<file path="src/rtl/dmem_arbiter.sv">
// dmem_arbiter: shares the single-ported data TCM between the core
// load/store path (port 0) and the debug/program-loader path (port 1).
// Round-robin arbitration with an optional, time-bounded lock for port 1.
// The TCM has one-cycle read latency; a registered tag routes the response.
module dmem_arbiter #(
  parameter int DATA_WIDTH = 32,
  parameter int ADDR_WIDTH = 32,
  parameter int LOCK_MAX   = 16
) (
  input  logic                    clk,
  input  logic                    rst_n,
  // port 0: core load/store
  input  logic                    p0_req_i,
  input  logic                    p0_we_i,
  input  logic [ADDR_WIDTH-1:0]   p0_addr_i,
  input  logic [DATA_WIDTH/8-1:0] p0_be_i,
  input  logic [DATA_WIDTH-1:0]   p0_wdata_i,
  output logic                    p0_gnt_o,
  output logic                    p0_rvalid_o,
  output logic [DATA_WIDTH-1:0]   p0_rdata_o,
  // port 1: debug / program loader
  input  logic                    p1_req_i,
  input  logic                    p1_we_i,
  input  logic [ADDR_WIDTH-1:0]   p1_addr_i,
  input  logic [DATA_WIDTH/8-1:0] p1_be_i,
  input  logic [DATA_WIDTH-1:0]   p1_wdata_i,
  input  logic                    p1_lock_i,
  output logic                    p1_gnt_o,
  output logic                    p1_rvalid_o,
  output logic [DATA_WIDTH-1:0]   p1_rdata_o,
  // data TCM
  output logic [ADDR_WIDTH-1:0]   mem_addr_o,
  output logic                    mem_we_o,
  output logic [DATA_WIDTH/8-1:0] mem_be_o,
  output logic [DATA_WIDTH-1:0]   mem_wdata_o,
  input  logic [DATA_WIDTH-1:0]   mem_rdata_i
);

  localparam int BE_WIDTH  = DATA_WIDTH / 8;
  // Counter only ever needs to reach LOCK_MAX-1.
  localparam int CNT_WIDTH = (LOCK_MAX > 2) ? $clog2(LOCK_MAX) : 1;
  localparam logic [CNT_WIDTH-1:0] CNT_LAST = CNT_WIDTH'(LOCK_MAX - 1);

  typedef enum logic [0:0] {
    ST_ARB    = 1'b0,
    ST_LOCKED = 1'b1
  } state_e;

  // Arbitration state
  state_e               state_q;
  logic                 last_gnt_q;   // 1'b0 = port 0 granted last, 1'b1 = port 1
  logic [CNT_WIDTH-1:0] lock_cnt_q;
  logic [CNT_WIDTH-1:0] lock_cnt_inc_s;

  // Response tag for the access issued in the previous cycle
  logic                 tag_valid_q;
  logic                 tag_port_q;   // 1'b0 = port 0, 1'b1 = port 1
  logic                 tag_read_q;

  // Held read data for each port
  logic [DATA_WIDTH-1:0] p0_rdata_q;
  logic [DATA_WIDTH-1:0] p1_rdata_q;

  logic                  gnt0_s;
  logic                  gnt1_s;
  logic                  p0_hit_s;
  logic                  p1_hit_s;
  logic [DATA_WIDTH-1:0] resp_data_s;

  assign lock_cnt_inc_s = lock_cnt_q + CNT_WIDTH'(1);

  // Grant selection: round-robin in ARB, port 1 only in LOCKED, none in reset.
  always_comb begin
    gnt0_s = 1'b0;
    gnt1_s = 1'b0;
    if (!rst_n) begin
      gnt0_s = 1'b0;
      gnt1_s = 1'b0;
    end else begin
      case (state_q)
        ST_ARB: begin
          if (p0_req_i && p1_req_i) begin
            if (last_gnt_q) begin
              gnt0_s = 1'b1;
            end else begin
              gnt1_s = 1'b1;
            end
          end else if (p0_req_i) begin
            gnt0_s = 1'b1;
          end else if (p1_req_i) begin
            gnt1_s = 1'b1;
          end else begin
            gnt0_s = 1'b0;
            gnt1_s = 1'b0;
          end
        end
        ST_LOCKED: begin
          gnt0_s = 1'b0;
          gnt1_s = p1_req_i;
        end
        default: begin
          gnt0_s = 1'b0;
          gnt1_s = 1'b0;
        end
      endcase
    end
  end

  assign p0_gnt_o = gnt0_s;
  assign p1_gnt_o = gnt1_s;

  // TCM request mux: everything is zeroed when nobody is granted.
  always_comb begin
    mem_addr_o  = '0;
    mem_we_o    = 1'b0;
    mem_be_o    = '0;
    mem_wdata_o = '0;
    if (gnt0_s) begin
      mem_addr_o  = p0_addr_i;
      mem_we_o    = p0_we_i;
      mem_be_o    = p0_be_i;
      mem_wdata_o = p0_wdata_i;
    end else if (gnt1_s) begin
      mem_addr_o  = p1_addr_i;
      mem_we_o    = p1_we_i;
      mem_be_o    = p1_be_i;
      mem_wdata_o = p1_wdata_i;
    end else begin
      mem_addr_o  = '0;
      mem_we_o    = 1'b0;
      mem_be_o    = {BE_WIDTH{1'b0}};
      mem_wdata_o = '0;
    end
  end

  // Arbitration FSM: ARB/LOCKED state, lock-duration counter, last-grant pointer.
  always_ff @(posedge clk) begin
    if (!rst_n) begin
      state_q    <= ST_ARB;
      lock_cnt_q <= '0;
      last_gnt_q <= 1'b1;
    end else begin
      case (state_q)
        ST_ARB: begin
          lock_cnt_q <= '0;
          if (gnt1_s && p1_lock_i) begin
            state_q <= ST_LOCKED;
          end else begin
            state_q <= ST_ARB;
          end
          if (gnt0_s) begin
            last_gnt_q <= 1'b0;
          end else if (gnt1_s) begin
            last_gnt_q <= 1'b1;
          end else begin
            last_gnt_q <= last_gnt_q;
          end
        end
        ST_LOCKED: begin
          if (!p1_lock_i) begin
            // Voluntary release
            state_q    <= ST_ARB;
            lock_cnt_q <= '0;
            last_gnt_q <= gnt1_s ? 1'b1 : last_gnt_q;
          end else if (lock_cnt_inc_s == CNT_LAST) begin
            // Forced release: port 0 is guaranteed the next tie
            state_q    <= ST_ARB;
            lock_cnt_q <= '0;
            last_gnt_q <= 1'b1;
          end else begin
            state_q    <= ST_LOCKED;
            lock_cnt_q <= lock_cnt_inc_s;
            last_gnt_q <= gnt1_s ? 1'b1 : last_gnt_q;
          end
        end
        default: begin
          state_q    <= ST_ARB;
          lock_cnt_q <= '0;
          last_gnt_q <= 1'b1;
        end
      endcase
    end
  end

  // Response routing: the tag targets one port; writes return zero data.
  assign p0_hit_s    = tag_valid_q & ~tag_port_q;
  assign p1_hit_s    = tag_valid_q &  tag_port_q;
  assign resp_data_s = tag_read_q ? mem_rdata_i : {DATA_WIDTH{1'b0}};

  assign p0_rvalid_o = rst_n & p0_hit_s;
  assign p1_rvalid_o = rst_n & p1_hit_s;
  assign p0_rdata_o  = !rst_n ? {DATA_WIDTH{1'b0}} : (p0_hit_s ? resp_data_s : p0_rdata_q);
  assign p1_rdata_o  = !rst_n ? {DATA_WIDTH{1'b0}} : (p1_hit_s ? resp_data_s : p1_rdata_q);

  // Response tag capture and per-port read-data hold registers.
  always_ff @(posedge clk) begin
    if (!rst_n) begin
      tag_valid_q <= 1'b0;
      tag_port_q  <= 1'b0;
      tag_read_q  <= 1'b0;
      p0_rdata_q  <= '0;
      p1_rdata_q  <= '0;
    end else begin
      tag_valid_q <= gnt0_s | gnt1_s;
      tag_port_q  <= gnt1_s;
      tag_read_q  <= gnt1_s ? ~p1_we_i : ~p0_we_i;
      p0_rdata_q  <= p0_rdata_o;
      p1_rdata_q  <= p1_rdata_o;
    end
  end

endmodule

</file>
<file path="config.mk">
export PLATFORM = sky130hd
export DESIGN_NAME = dmem_arbiter
export DESIGN_NICKNAME = d
export VERILOG_FILES = /design/src/rtl/dmem_arbiter.sv
export SDC_FILE = /design/constraint.sdc
export NUM_CORES = 1
export LEC_CHECK = 0
export BUFFER_PORTS_ARGS = -buffer_cell sky130_fd_sc_hd__buf_2
export CORE_AREA = 2 2 121 123
export DETAILED_ROUTE_END_ITERATION = 16
export DIE_AREA = 0 0 123 125
export GPL_TIMING_DRIVEN = 0
export PLACE_DENSITY = 0.72
export SYNTH_ARGS = -nofsm -noshare
export SYNTH_HDL_FRONTEND = slang
export SYNTH_SLANG_ARGS = --single-unit
</file>
<file path="constraint.sdc">
create_clock -name clk -period 3.3 [get_ports clk]
set_input_delay 0.165 -clock clk [delete_from_list [all_inputs] [get_ports clk]]
set_output_delay 0.165 -clock clk [all_outputs]
set_load 0.05 [all_outputs]
</file>
==> results.txt <==
The register area share after synthesis is 33.7%. The area of the mapped netlist is 4340 um^2. The number of fill cells came out at around 1500. The post-route fraction of the period consumed by the critical path is 65.5%. The aggregate negative setup slack came out at 0 ps. Counting flops with a built-in enable in the synthesized netlist gives 0. The synthesized area per cell came out at 8.63 um^2. The number of instances in the synthesized netlist came out at 503. The number of cells traversed by the worst register-to-register path came out at 4. The die span in y came out at 125 um. The final weighted congestion in routability-driven placement is 0.955. The tree is rooted in a clkbuf_16.

In the final layout, the multi-input gates occupy 2500 um^2. After detailed routing, the number of remaining DRC violations is 0. The worst-case vdd ir drop is ~250 uV. TritonCTS built the clock tree. The via count of the first global-routing pass is 4872.

STA puts the critical path data arrival time at 2000 ps. The share of flip-flops with an asynchronous set or reset is 0%. The post-layout utilization of the core is 45.2%. The maximum net fanout on the critical path is 10. Setup repair after global routing left no endpoint under its margin. By area the synthesized netlist is led by dfxtp_1, a21boi_0, a22o_1. The number of nets in the finished design is roughly 1000. Once the clock tree was built, the setup fixing pass inserted 0 buffers. The share of Yosys cell area claimed by the top area cell type came out at 33.7%. The clock period minus final worst setup slack came out at 2160 ps. In this run the critical register-to-register path is captured at last_gnt_q. The clock slew seen by the registers of the worst setup and hold paths is 60 ps.

The detail route stage leaves a number of antenna-violating nets equal to 0. The maximum operating frequency came out at ~460 MHz. The total clock buffers created by CTS came out at 9. The nature of the critical path endpoint is a primary output. The die boundary width is around 120 um. The post-synthesis net count is 680. The measured slew at the worst slew-check pin came out at 522 ps. The number of buffers inserted for hold repair after clock tree synthesis is 0.

The aggregate global routing overflow is 0. For this run, the leading register cell type out of synthesis is dfxtp_1. In the layout the commonest cells are buf_2, a21boi_0, dfxtp_1, a22o_1, nand2_1. The first global-routing pass estimated between 20000 and 30000 um of wire. The run finished with clean final reports. The cell area after layout is roughly 6400 um^2.

The headroom to the max-slew limit came out at 65.2%. The row count came out at 44. The number of instances in the placed design came out at 998. The register bit total from synthesis is 73. The library cell used most frequently in the layout, excluding fill and tap cells, is buf_2. The detailed-route via count is 5219. The core region area is ~14000 um^2. The quantity of gates resized following cts came out at 0. The register area is 1460 um^2. Setup slack on the critical path of the routed design comes to between 1000 and 1500 ps. The buffer depth of the longest clock path came out at 2. The count of endpoints failing setup in the final report came out at 0. The largest net degree at the start of global routing came out at 14. The post-synthesis cell type with the largest combined area is dfxtp_1. In the global route stage, overall resource usage came out at 21.7%.

The post-route netlist has 44.2% of its cells at a drive strength greater than 1. The power per standard cell area came out at between 400 and 500 nW/um^2. The first routing iteration left 266 violations. In this run the static leakage power is 3.03 nW.

The final count of pins violating max slew was 0. Across all register-to-register paths, the minimum setup slack is 1810 ps. The tree built by TritonCTS fans out to 73 sinks. The Yosys warning count is 0. The initial antenna violation count is 7. The placed wire-length estimate is 14000 um.

The kind of critical path is reg2out. The worst hold path begins at p1_lock_i. The area overhead of the layout relative to synthesis came out at 47.8%. The worst min-delay path category is in2reg. The die covers 15400 um^2. The per-cell via count in the routed design came out at 5.11. The worst setup path is launched from a flop. The total count of hold-check failures in the final report is 0. After layout, the design draws a total of 2.58 mW.

The final-layout worst hold slack came out at 106 ps. The worst clock skew is roughly 9.3 ps. The max capacitance violation total came out at 0.

The routed design has 17400 um of wire. The placed standard-cell area is 6130 um^2. The start of the worst register-to-register path is lock_cnt_q[0].

The source-to-sink clock delay at the later pin of the worst-skew pair is 330 ps. The count of input and output buffers is between 300 and 400. Excluding fillers, the count of instances in the completed layout stands at 1021. The effective utilization at floorplan came out at 30.5%. In the final routed layout, each cell accounts on average for 17.0 um. The first-pass iteration count of the detailed router came out at 5. The maximum level of the CTS H-tree came out at 3.

At the worst endpoint, the required time is 3130 ps. The number of stages on the worst hold path is 3. The pre-CTS worst setup slack is 1420 ps. The worst min-delay path endpoint is state_q. The count of cell types in the netlist came out at 39. The top-level I/O count came out at 312.
[how the worst max path moves through the flow]
stage	from	end	slack, ps	cells after the start
after floorplan	tag_valid_q	p0_rdata_o[17]	1090	6
after global placement	rst_n	p1_rdata_o[2]	1410	6
after detailed placement	rst_n	p1_rdata_o[2]	1420	6
after CTS	tag_read_q	p1_rdata_o[7]	1110	5
after global routing	tag_read_q	p1_rdata_o[16]	940	5
final	tag_read_q	p1_rdata_o[7]	1140	5
[sequential cells by signal (all words and copies together), names as in the netlist]
register,flops
p0_rdata_q,32
lock_cnt_q,4
tag_read_q,1
last_gnt_q,1
tag_valid_q,1
state_q,1
p1_rdata_q,32
tag_port_q,1
[logic make-up after synthesis]
kind of cell,synth area share [%]
xor+xnor,0.202
simple gates,18.7
flops,33.7
fa+ha+maj,0.577
buf+inv,8.71
compound gates,38.1
[cells in the mapped netlist (2+ instances only)]
cell type   n
a21boi_0   82
dfxtp_1    73
a22o_1     69
nand2_1    68
a21boi_1   46
nand3_1    35
nand4_1    32
clkbuf_1   20
buf_6      16
buf_2      11
buf_4       6
a21oi_1     5
and2_1      4
nand2b_1    4
buf_1       3
nor3_1      3
ha_1        2
inv_1       2
nand4b_1    2
[worst max-delay path, stage by stage, from the launching register on]
cell and delay [ps]:
dfxtp_1 300, buf_2 210, clkbuf_1 410, nand4_1 190, a21boi_0 260, buf_2 310
[metal layers]
layer | vias to the layer above | wire length, um | track usage, %
met2 | 239 | 7810 | 33.5
met1 | 2417 | 7630 | 29.3
li1 | 2536 | - | -
met5 | - | 0 | 0
met3 | 27 | 1500 | 5.61
met4 | 0 | 429 | 7.55
[layout make-up]
type	count	share of cell area, %
Sequential cell	73	22.8
Clock inverter	6	0.663
Antenna cell	7	0.273
Tap cell	184	3.59
Buffer	56	5.71
Multi-Input combinational cell	371	39.0
Clock buffer	10	3.57
Timing Repair Buffer	311	24.3
Inverter	3	0.176
[power by group]
part / leakage (nW) / total, mW / switching [mW] / internal [mW]
Clock: 0.129 / 0.893 / 0.383 / 0.510
Sequential: 0.591 / 0.906 / 0.00621 / 0.900
Combinational: 2.31 / 0.776 / 0.523 / 0.252
Power figures use the tool's default switching activity.
